<file path="src/rtl/serial_receiver_44bits.sv">
// Serial-in, parallel-out deserializer: LSB-first frames with a valid/ready word output.
// Optional even-parity bit per frame and parity_err output when SERIAL_RX_PARITY_EN is defined.
module serial_receiver_44bits #(
    parameter int unsigned WIDTH = 44,
    parameter int unsigned CNT_W = 6
) (
    input  logic             clk,
    input  logic             rst_n,
    input  logic             in_data,
    input  logic             in_start,
    output logic [WIDTH-1:0] out_data,
    output logic             out_valid,
    input  logic             out_ready,
    output logic             overrun,
    output logic [CNT_W-1:0] workload
`ifdef SERIAL_RX_PARITY_EN
    ,
    output logic             parity_err
`endif
);

`ifdef SERIAL_RX_PARITY_EN
    // The trailing parity bit is not stored, so the shifter holds all data bits.
    localparam int unsigned SR_W = WIDTH;
    localparam int unsigned LOAD = WIDTH;
`else
    // The last data bit goes straight to out_data, so one bit less of storage.
    localparam int unsigned SR_W = WIDTH - 1;
    localparam int unsigned LOAD = WIDTH - 1;
`endif

    typedef enum logic {
        IDLE  = 1'b0,
        SHIFT = 1'b1
    } state_e;

    state_e             state_q, state_d;
    logic [SR_W-1:0]    sr_q, sr_d;
    logic [WIDTH-1:0]   data_q, data_d;
    logic               valid_q, valid_d;
    logic               ovr_q, ovr_d;
    logic [CNT_W-1:0]   cnt_q, cnt_d;
`ifdef SERIAL_RX_PARITY_EN
    logic               perr_q, perr_d;
`endif

    // State and datapath registers
    always_ff @(posedge clk or negedge rst_n) begin
        if (!rst_n) begin
            state_q <= IDLE;
            sr_q    <= '0;
            data_q  <= '0;
            valid_q <= 1'b0;
            ovr_q   <= 1'b0;
            cnt_q   <= '0;
`ifdef SERIAL_RX_PARITY_EN
            perr_q  <= 1'b0;
`endif
        end else begin
            state_q <= state_d;
            sr_q    <= sr_d;
            data_q  <= data_d;
            valid_q <= valid_d;
            ovr_q   <= ovr_d;
            cnt_q   <= cnt_d;
`ifdef SERIAL_RX_PARITY_EN
            perr_q  <= perr_d;
`endif
        end
    end

    // Next-state: frame sequencing, word completion and handshake
    always_comb begin
        state_d = state_q;
        sr_d    = sr_q;
        data_d  = data_q;
        valid_d = valid_q & ~out_ready;
        ovr_d   = 1'b0;
        cnt_d   = cnt_q;
`ifdef SERIAL_RX_PARITY_EN
        perr_d  = perr_q;
`endif
        case (state_q)
            IDLE: begin
                if (in_start) begin
                    sr_d    = {in_data, sr_q[SR_W-1:1]};
                    cnt_d   = CNT_W'(LOAD);
                    state_d = SHIFT;
                end
            end
            SHIFT: begin
                cnt_d = cnt_q - CNT_W'(1);
                if (cnt_q == CNT_W'(1)) begin
`ifdef SERIAL_RX_PARITY_EN
                    data_d = sr_q;
                    perr_d = (^sr_q) ^ in_data;
`else
                    sr_d   = {in_data, sr_q[SR_W-1:1]};
                    data_d = {in_data, sr_q};
`endif
                    valid_d = 1'b1;
                    ovr_d   = valid_q & ~out_ready;
                    state_d = IDLE;
                end else begin
                    sr_d = {in_data, sr_q[SR_W-1:1]};
                end
            end
            default: state_d = IDLE;
        endcase
    end

    assign out_data  = data_q;
    assign out_valid = valid_q;
    assign overrun   = ovr_q;
    assign workload  = cnt_q;
`ifdef SERIAL_RX_PARITY_EN
    assign parity_err = perr_q;
`endif

endmodule

</file>
<file path="config.mk">
export PLATFORM = sky130hd
export DESIGN_NAME = serial_receiver_44bits
export DESIGN_NICKNAME = d
export VERILOG_FILES = /design/src/rtl/serial_receiver_44bits.sv
export SDC_FILE = /design/constraint.sdc
export NUM_CORES = 1
export LEC_CHECK = 0
export CAP_MARGIN = 20
export CORE_MARGIN = 1.5
export CORE_UTILIZATION = 58
export CTS_CLUSTER_DIAMETER = 200
export DETAILED_ROUTE_END_ITERATION = 6
export PLACE_DENSITY = 0.82
export SLEW_MARGIN = 20
export SYNTH_ARGS = -nofsm -noshare
export SYNTH_HDL_FRONTEND = slang
export SYNTH_SLANG_ARGS = --single-unit
export TNS_END_PERCENT = 20
</file>
<file path="constraint.sdc">
create_clock -name clk -period 2.3 [get_ports clk]
set_input_delay 0.23 -clock clk [delete_from_list [all_inputs] [get_ports clk]]
set_output_delay 0.23 -clock clk [all_outputs]
set_load 0.005 [all_outputs]
</file>
==> results of run 1 <==
[registers in the layout, indices dropped and copies added, names as in the netlist]
| register | flops |
|---|---|
| out_data | 44 |
| sr_q | 43 |
| workload | 6 |
| out_valid | 1 |
| overrun | 1 |
| state_q | 1 |
[power by group through the flow]
stage | Clock (mW) | Combinational [mW] | Sequential, mW
3_5_place_dp | 0 | 1.66 | 2.83
5_1_grt | 1.12 | 1.76 | 2.89
2_1_floorplan | 0 | 0.884 | 2.72
4_1_cts | 1.03 | 1.67 | 2.81
6_report | 1.01 | 1.64 | 2.80
3_3_place_gp | 0 | 1.59 | 2.79
[worst max-delay path by stage]
stage | depth (start not counted) | from | endpoint
finish | 5 | workload[1] | out_data[43]
global route | 5 | workload[1] | out_data[43]
CTS | 5 | workload[1] | out_data[43]
detailed placement | 5 | workload[1] | out_data[43]
global placement | 4 | workload[0] | out_data[0]
floorplan | 6 | workload[1] | out_data[35]
[worst reg2reg max path, delay by kind of cell, from the launching register on]
family	cells	cell delay (ns)
multiplexers	1	0.40
buffers and inverters	1	0.09
flip-flops	1	0.41
AND/OR/NAND/NOR	2	0.59
adder cells (fa/ha/maj)	1	0.18
[synthesized netlist by cell type]
cell,n,area share [%]
nor3_1,2,0.26
a211oi_1,1,0.19
ha_1,2,0.65
o21ai_0,1,0.13
nor2b_1,1,0.16
or2_2,1,0.16
or2b_1,1,0.19
nand2_1,2,0.19
dfrtp_1,96,62
buf_2,5,0.65
mux2_4,38,15
nor2_1,4,0.39
buf_8,1,0.39
nor2_8,1,0.52
a31oi_1,3,0.49
clkbuf_1,1,0.097
mux2_2,49,14
xor2_1,1,0.23
inv_1,2,0.19
and4bb_4,1,0.42
buf_12,3,1.6
a21oi_1,4,0.52
a21bo_2,1,0.26
nand2b_1,1,0.16
nor4b_2,1,0.39
nand2_8,1,0.52
[area by class of cell]
type | count | area, µm² | share of cell area (%)
Tap cell | 77 | 96.3 | 2.07
Clock inverter | 4 | 28.8 | 0.619
Clock buffer | 12 | 155 | 3.34
Sequential cell | 96 | 2400 | 51.7
Inverter | 2 | 7.51 | 0.162
Multi-Input combinational cell | 116 | 1360 | 29.2
Timing Repair Buffer | 60 | 603 | 13.0
[logic make-up after synthesis]
kind of cell	share of synthesized area, %
xor+xnor	0.227
compound gates	1.59
buf+inv	2.88
simple gates	3.37
flops	62.2
mux	29.1
fa+ha+maj	0.648
[through the flow]
stage                     hold slack [ns]  area [µm²]  worst slack (ns)  utilization, %  total power, mW
after CTS                           0.402        4650             0.524            72.8             5.50
after floorplan                   -0.0656        3860             0.753               -             3.61
final                               0.389        4650             0.525            72.8             5.45
after detailed placement            0.248        4450             0.531            69.7             4.49
after global placement              0.246        4450             0.571            69.7             4.38
after global routing                0.430        4650             0.427            72.8             5.77
[cell usage in the layout (no fill, tap or decap), types with 2 or more instances in the layout]
cell,netlist,layout
clkdlybuf4s50_1,0,55
buf_4,0,3
clkinvlp_4,0,2
a21oi_1,4,4
clkbuf_8,0,11
mux2_2,49,49
a31oi_1,3,3
inv_1,2,2
mux2_4,38,38
dfrtp_1,96,96
nand2_1,2,2
nor3_1,2,2
ha_1,2,2
nor2_1,4,3
[layer usage]
metal	up-vias	wire length, µm	global-route usage (%)
met1	1009	2790	26.7
met4	0	98	7.77
met3	11	210	5.01
met2	39	2990	29.0
met5	-	0	0
li1	911	-	-
[what timing repair did]
action	CTS	global route
hold buffers	1	0
endpoints found under the hold margin	42	0
resized for setup	0	0
==> metrics.md, run 1 <==
| Metric | Value |
|---|---|
| Starting density of the core | `roughly three fifths` |
| Number of global-route vias before repair | `around 2.1k` |
| Chip height | `84.6 µm` |
| Nets | `292` |
| Syn Nets | `around 230` |
| Library cells used by synthesis | `26` |
| Clock group share of total power | `between 10% and 20%` |
| Synth warn | `0` |
| Sequential power share | `between 50% and 60%` |
| Fill cell count | `approximately 410` |
| Worst Path Required | `between 2 and 3 ns` |
| Maximum clock insertion buffer count | `2` |
| Core Footprint | `0.00639 mm²` |
| Htree depth | `3` |
| R2R Setup Slk | `roughly 0.52 ns` |
| Pin count of the biggest net entering global routing | `55` |
| Final Setup Violations | `0` |
| Max cap viols | `0` |
| Placed insts | `between 300 and 400` |
| Register area share after synthesis | `62.2%` |
| DRT Wirelength | `a little over 6 mm` |
| Net Sw Frac | `27.6%` |
| Non-Filler Instances | `~370` |
| Max Fclk | `around 0.56 GHz` |
| ANT nets after route | `0` |
| Layout cell share with drive strength beyond 1 | `approximately two fifths` |
| # IOs | `57` |
| Reg-to-Reg End | `out_data[43]` |
| Synthesized area per cell | `between 15 and 20 µm²` |
| Cell-internal power | `3.95 mW` |
| Status | `finished clean` |
| P_leak | `roughly 2.2 nW` |
| Worst skew pair latency | `~0.36 ns` |
| Vias | `1,970` |
| Row cnt | `29` |
| Worst path slowest cell | `dfrtp_1` |
| Relative slew slack | `~64%` |
| Slew Viols, Final | `0` |
| Global-route wire length before repair | `10.5 mm` |
| CP max FO | `46` |
| Via density | `5.37` |
| Final HPWL DP | `4.02 mm` |
| Setup_tns | `0 ns` |
| Clock skew after layout | `roughly 0.0085 ns` |
| DR iter-0 viols | `96` |
| DR DRC count | `0` |
| TritonCTS Buffers | `9` |
| I/O Buffers | `56` |
| Die Area | `around 0.0072 mm²` |
| Unrepaired setup endpoints after global routing | `false` |
| HP Class | `in2async` |
| GRT Total Usage | `19.2%` |
| Hold Vio Cnt, Final | `0` |
| Comb pwr share | `30.1%` |
| Crit share post-route | `between 70 and 80%` |
| Crit path max-delay family | `simple AND/OR/NAND/NOR gates` |
| Worst reg-to-reg path cell count | `5` |
| Synthesized area | `slightly below 0.004 mm²` |
| # diodes | `0` |
| Post-CTS Setup Bufs | `0` |
| Clock transition at path regs | `about 0.080 ns` |
| CTS Sinks | `96` |
| Total buffers and inverters traversed by the critical path | `1` |
| Maximum VDD drop | `roughly 0.00068 V` |
| Post-Syn Instances | `224` |
| Startpoint types | `flop` |
| Switching power total | `approximately 1.5 mW` |
| Synthesis-to-layout area growth | `20.4%` |
| Grt total ovfl | `0` |
| Yosys reg bits | `96` |
| PD cells | `about 1200 mW/mm²` |
| Drt wl/cell | `approximately 17 µm` |
| Final Critical Period | `roughly 1.8 ns` |
| Die width | `84.6 µm` |
| Crit-path max cell delay | `0.41 ns` |
| CTS tree | `yes` |
| Reg2reg start | `workload[1]` |
| Clk root buf | `clkbuf_8` |
| CP Cell Sequence | `inv_1, ha_1, and4bb_4, nand2_8, mux2_2` |
| CP endpoint kind | `flop` |
| Kind of critical path | `reg2reg` |
| DRT Pass-1 Iters | `4` |
| Initial antenna violation count | `0` |
| Worst-margin pin slew | `approximately 0.54 ns` |
| CP arrival | `2.01 ns` |
| GPL Wtd Cong | `~0.74` |
No activity file was read; power rests on OpenSTA's default activity.
==> run 2, diff against run 1 <==
Settings changed: CORE_UTILIZATION 58 to 48, PLACE_DENSITY 0.82 to 0.72.
Clock period 2.3 ns to 1.49 ns, I/O delays scaled along.
==> metrics.md, run 2 (same netlist as run 1, synthesis figures left out) <==
| Metric | Value |
|---|---|
| Kind of critical path | `reg2reg (unchanged)` |
| Most common cell after layout, fill and taps aside | `dfrtp_1 (unchanged)` |
| Clock transition at path regs | `0.09 ns (was 0.08 ns)` |
| Core Footprint | `0.00777 mm² (was 0.00639 mm²)` |
| Worst skew pair latency | `0.34 ns (was 0.36 ns)` |
| Non-Filler Instances | `408 (was 367)` |
| Vias | `1,978 (was 1,970)` |
| Nets | `308 (was 292)` |
| Final core occ | `63.3% (was 72.8%)` |
| Crit-path max cell delay | `0.39 ns (was 0.41 ns)` |
| Worst Path Required | `1.72 ns (was 2.54 ns)` |
| Synthesis-to-layout area growth | `27.4% (was 20.4%)` |
| Unrepaired setup endpoints after global routing | `true (was false)` |
| Status | `finished, violations left (was finished clean)` |
| Relative slew slack | `67.0% (was 63.9%)` |
| Final worst setup slack | `-0.0536 ns (was 0.525 ns)` |
| Die Area | `0.00859 mm² (was 0.00716 mm²)` |
| Max FFs per register | `44 (unchanged)` |
| CP endpoint kind | `flop (unchanged)` |
| Worst path slowest cell | `dfrtp_1 (unchanged)` |
| CP arrival | `1.77 ns (was 2.01 ns)` |
| CP Cell Sequence | `inv_2, ha_1, and4bb_4, nand2_8, buf_12, mux2_4 (was inv_1, ha_1, and4bb_4, nand2_8, mux2_2)` |
| I/O Buffers | `56 (unchanged)` |
| # diodes | `0 (unchanged)` |
| PD cells | `1770 mW/mm² (was 1170 mW/mm²)` |
| Maximum clock insertion buffer count | `2 (unchanged)` |
| Max Fclk | `0.648 GHz (was 0.563 GHz)` |
| CTS Sinks | `96 (unchanged)` |
| TritonCTS Buffers | `9 (unchanged)` |
| Max cap viols | `0 (unchanged)` |
| DRT Pass-1 Iters | `4 (unchanged)` |
| Crit path max-delay family | `flip-flops (was simple AND/OR/NAND/NOR gates)` |
| Worst-margin pin slew | `0.494 ns (was 0.542 ns)` |
| Failing checks | `setup timing` |
| GRT Total Usage | `15.6% (was 19.2%)` |
| ANT nets after route | `0 (unchanged)` |
| Htree depth | `3 (unchanged)` |
| Layout cell share with drive strength beyond 1 | `43.1% (was 39.0%)` |
| GPL Wtd Cong | `0.773 (was 0.737)` |
| Initial antenna violation count | `0 (unchanged)` |
| Chip height | `92.7 µm (was 84.6 µm)` |
| Via density | `4.85 (was 5.37)` |
| Pin count of the biggest net entering global routing | `97 (was 55)` |
| P_leak | `2.30 nW (was 2.17 nW)` |
| Slew Viols, Final | `0 (unchanged)` |
| Final Critical Period | `1.54 ns (was 1.78 ns)` |
| Global-route wire length before repair | `10.2 mm (was 10.5 mm)` |
| Clk root buf | `clkbuf_8 (unchanged)` |
| # IOs | `57 (unchanged)` |
| Final instance area | `0.00492 mm² (was 0.00465 mm²)` |
| Dpl ws | `-0.0544 ns (was 0.531 ns)` |
| Clock skew after layout | `0.00658 ns (was 0.00846 ns)` |
| R2R Setup Slk | `-0.05 ns (was 0.52 ns)` |
| HP Class | `in2async (unchanged)` |
| Hold Vio Cnt, Final | `0 (unchanged)` |
| Grt total ovfl | `0 (unchanged)` |
| Final Setup Violations | `42 (was 0)` |
| DR DRC count | `0 (unchanged)` |
| Final HPWL DP | `3.99 mm (was 4.02 mm)` |
| Number of global-route vias before repair | `2,085 (was 2,115)` |
| Area after DPL | `0.00465 mm² (was 0.00445 mm²)` |
| Startpoint types | `flop (unchanged)` |
| DR iter-0 viols | `46 (was 96)` |
| Maximum VDD drop | `0.00111 V (was 0.000683 V)` |
| DRT Wirelength | `5.99 mm (was 6.09 mm)` |
| Placed insts | `387 (was 350)` |
| Drt wl/cell | `14.7 µm (was 16.6 µm)` |
| CTS tree | `yes (unchanged)` |
| Fin Hold WS | `0.370 ns (was 0.389 ns)` |
| Starting density of the core | `49.7% (was 60.5%)` |
| Die width | `92.7 µm (was 84.6 µm)` |
| CP max FO | `12 (was 46)` |
| Total buffers and inverters traversed by the critical path | `2 (was 1)` |
| Commonest non-fill, non-tap cells in the layout | `94 x dfrtp_1, 52 x clkdlybuf4s50_1, 49 x mux2_2 (was 96 x dfrtp_1, 55 x clkdlybuf4s50_1, 49 x mux2_2)` |
| Crit share post-route | `104% (was 77.2%)` |
| Row cnt | `32 (was 29)` |
run 2: cell count changes in the layout (fill, tap and decap cells not counted), sizes merged:
cell / before / now
clkbuf: 12 / 13
clkinv: 2 / 0
buf: 4 / 19
clkdlybuf4s50: 55 / 52
dlymetal6s2s: 0 / 1
bufinv: 0 / 1
dlygate4sd2: 0 / 2
clkinvlp: 2 / 3
run 2: final timing paths:
check,startpoint,to,cells past startpoint
setup / recovery,workload[1],out_data[24],6
hold / removal,rst_n,out_data[11],3
setup reg to reg,workload[1],out_data[24],6
hold reg to reg,sr_q[0],out_data[0],1
max in group asynchronous,rst_n,workload[3],3
min in group clk,in_data,out_data[43],2
run 2: metal layers:
layer	routed length (µm)	global-route usage, %	vias up	share of wire [%]
li1	-	-	933	-
met1	2840	21.1	999	47
met2	2890	23.8	40	48
met3	183	4.02	6	3.1
met4	80	6.94	0	1.3
met5	0	0	-	0
run 2: cell type report:
type,count,area (µm²)
fill,594,2850
sequential,96,2400
multi-input combinational,116,1360
timing repair buffer,76,816
clock buffer,12,155
tap,102,128
clock inverter,4,52.6
inverter,2,7.51
run 2: worst register-to-register path: cells and delay by family (launching register included):
family / cells / cell delay (ns)
buf+inv: 2 / 0.23
fa+ha+maj: 1 / 0.14
simple gates: 2 / 0.38
mux: 1 / 0.30
flops: 1 / 0.39
run 2: what timing repair did:
item / CTS / global route
resized for setup: 4 / 2
endpoints found under the hold margin: 96 / 0
setup buffers: 3 / 0
hold buffers: 1 / 0
cloned: 0 / 1
endpoints found under the setup margin: 46 / 47
run 2: power by group:
| group | internal [mW] | switching, mW | leakage, nW |
|---|---|---|---|
| logic | 1.96 | 0.787 | 0.998 |
| clock network | 0.869 | 0.857 | 0.0948 |
| registers | 3.57 | 0.652 | 1.20 |
run 2: through the flow:
stage | setup TNS, ns | total power, mW
final | -1.53 | 8.70
after floorplan | -2.01 | 5.57
after CTS | -1.99 | 8.82
after global placement | -0.530 | 6.94
after detailed placement | -1.77 | 7.04
after global routing | -4.02 | 9.23
==> run 3, diff against run 2 <==
Clock period 1.49 ns to 1.4 ns, I/O delays scaled along.
==> metrics.md, run 3 (same netlist as run 1, synthesis figures left out) <==
| Metric | Value |
|---|---|
| Status | `finished, violations left (unchanged)` |
| Failing checks | `setup timing (unchanged)` |
| Final HPWL DP | `4.02 mm (was 3.99 mm)` |
| Crit-path max cell delay | `0.40 ns (was 0.39 ns)` |
| Max cap viols | `0 (unchanged)` |
| Synthesis-to-layout area growth | `27.3% (was 27.4%)` |
| DRT Pass-1 Iters | `4 (unchanged)` |
| Worst path slowest cell | `dfrtp_1 (unchanged)` |
| Number of global-route vias before repair | `2,083 (was 2,085)` |
| CTS Sinks | `96 (unchanged)` |
| Dpl ws | `-0.126 ns (was -0.0544 ns)` |
| GRT Total Usage | `15.5% (was 15.6%)` |
| Clk root buf | `clkbuf_8 (unchanged)` |
| Final worst setup slack | `-0.119 ns (was -0.0536 ns)` |
| DR iter-0 viols | `46 (unchanged)` |
| Via density | `4.87 (was 4.85)` |
| ANT nets after route | `0 (unchanged)` |
| Row cnt | `32 (unchanged)` |
| Max Fclk | `0.658 GHz (was 0.648 GHz)` |
| Fin Hold WS | `0.362 ns (was 0.370 ns)` |
| Die Area | `0.00859 mm² (unchanged)` |
| Drt wl/cell | `14.9 µm (was 14.7 µm)` |
| PD cells | `1840 mW/mm² (was 1770 mW/mm²)` |
| Crit share post-route | `108% (was 104%)` |
| GPL Wtd Cong | `0.780 (was 0.773)` |
| Htree depth | `3 (unchanged)` |
| Area after DPL | `0.00465 mm² (about the same)` |
| Pwr Total | `9.03 mW (was 8.70 mW)` |
| Initial antenna violation count | `0 (unchanged)` |
| Final Setup Violations | `44 (was 42)` |
| # diodes | `0 (unchanged)` |
| Setup_tns | `-4.39 ns (was -1.53 ns)` |
| Fill cell count | `588 (was 594)` |
| Placed insts | `389 (was 387)` |
| Pin count of the biggest net entering global routing | `97 (unchanged)` |
| Hold Vio Cnt, Final | `0 (unchanged)` |
| Comb pwr share | `32.3% (was 31.6%)` |
| TritonCTS Buffers | `9 (unchanged)` |
| CP arrival | `1.74 ns (was 1.77 ns)` |
| # IOs | `57 (unchanged)` |
| DR DRC count | `0 (unchanged)` |
| Startpoint types | `flop (unchanged)` |
| Non-Filler Instances | `409 (was 408)` |
| Most common cell after layout, fill and taps aside | `dfrtp_1 (unchanged)` |
| Unrepaired setup endpoints after global routing | `true (unchanged)` |
| Core Footprint | `0.00777 mm² (unchanged)` |
| Chip height | `92.7 µm (unchanged)` |
| Vias | `1,992 (was 1,978)` |
| Maximum clock insertion buffer count | `2 (unchanged)` |
| Maximum VDD drop | `0.00109 V (was 0.00111 V)` |
| Worst reg-to-reg path cell count | `6 (unchanged)` |
| Kind of critical path | `reg2reg (unchanged)` |
| Grt total ovfl | `0 (unchanged)` |
| Slew Viols, Final | `0 (unchanged)` |
| Clock skew after layout | `0.0106 ns (was 0.00658 ns)` |
| Net Sw Frac | `27.2% (was 26.4%)` |
| Worst-margin pin slew | `0.498 ns (was 0.494 ns)` |
| Final instance area | `0.00491 mm² (was 0.00492 mm²)` |
| Die width | `92.7 µm (unchanged)` |
| P_leak | `2.61 nW (was 2.30 nW)` |
| Layout cell share with drive strength beyond 1 | `43.6% (was 43.1%)` |
| DRT Wirelength | `6.09 mm (was 5.99 mm)` |
| Sequential power share | `49.5% (was 48.6%)` |
| Commonest non-fill, non-tap cells in the layout | `94 x dfrtp_1, 49 x mux2_2, 38 x mux2_4 (was 94 x dfrtp_1, 52 x clkdlybuf4s50_1, 49 x mux2_2)` |
| Max FFs per register | `44 (unchanged)` |
| Cell-internal power | `6.57 mW (was 6.40 mW)` |
| CP endpoint kind | `flop (unchanged)` |
| CTS tree | `yes (unchanged)` |
| Final core occ | `63.3% (about the same)` |
| Switching power total | `2.46 mW (was 2.30 mW)` |
| CP max FO | `13 (was 12)` |
| I/O Buffers | `56 (unchanged)` |
| Final Critical Period | `1.52 ns (was 1.54 ns)` |
| Clock group share of total power | `18.2% (was 19.8%)` |
| Relative slew slack | `66.8% (was 67.0%)` |
| CP Cell Sequence | `inv_2, ha_1, and4bb_4, nand2_8, buf_12, mux2_4 (unchanged)` |
| Nets | `309 (was 308)` |
| Clock transition at path regs | `0.09 ns (about the same)` |
| Global-route wire length before repair | `10.3 mm (was 10.2 mm)` |
| Starting density of the core | `49.7% (unchanged)` |
| HP Class | `in2async (unchanged)` |
| Worst skew pair latency | `0.34 ns (about the same)` |
| Worst Path Required | `1.62 ns (was 1.72 ns)` |
[run 3: changes by cell type in the layout (fill, tap and decap cells not counted), sizes merged]
| cell | change |
|---|---|
| buf | +2 |
| bufinv | -1 |
| clkbuf | -2 |
| clkdlybuf4s50 | -22 |
| clkinv | +4 |
| clkinvlp | -2 |
| dlygate4sd2 | +4 |
| dlymetal6s2s | +18 |
[run 3: worst paths after layout]
kind / from / slack, ns / endpoint
max: workload[1] / -0.12 / out_data[34]
min: rst_n / 0.36 / out_data[10]
max reg2reg: workload[1] / -0.12 / out_data[34]
min reg2reg: out_data[26] / 0.51 / out_data[26]
max in group asynchronous: rst_n / 0.64 / sr_q[0]
min in group clk: out_ready / 0.43 / overrun
[run 3: repair_timing]
action,4_1_cts,5_1_grt
setup endpoints to repair,51,73
hold buffers,1,0
endpoints found under the hold margin,96,0
setup buffers,3,0
resized for setup,9,20
pin swaps,0,1
[run 3: worst max-delay path, delay by kind of cell (launching register included)]
kind          cells  cell delay [ns]
buf+inv           2             0.22
flops             1             0.40
simple gates      2             0.35
fa+ha+maj         1             0.13
mux               1             0.30
[run 3: final cells by class]
class	instances	area [µm²]	area share, %
Timing Repair Buffer	77	837	17.0
Clock buffer	11	151	3.08
Tap cell	102	128	2.60
Clock inverter	5	31.3	0.636
Multi-Input combinational cell	116	1360	27.6
Inverter	2	7.51	0.153
Sequential cell	96	2400	48.9
[run 3: power groups by stage]
stage	clock network [mW]	logic, mW	registers (mW)
final	1.64	2.92	4.46
after global routing	1.81	3.18	4.63
after CTS	1.70	3.02	4.49
after detailed placement	0	2.97	4.56
after global placement	0	2.89	4.53
after floorplan	0	1.45	4.48
[run 3: per-layer routing]
layer | GRT usage, % | wire, µm | vias up | share of wire, %
li1 | - | - | 945 | -
met1 | 21.6 | 2920 | 1003 | 48
met2 | 23.8 | 2900 | 35 | 48
met3 | 2.79 | 165 | 9 | 2.7
met4 | 7.20 | 105 | 0 | 1.7
met5 | 0 | 0 | - | 0
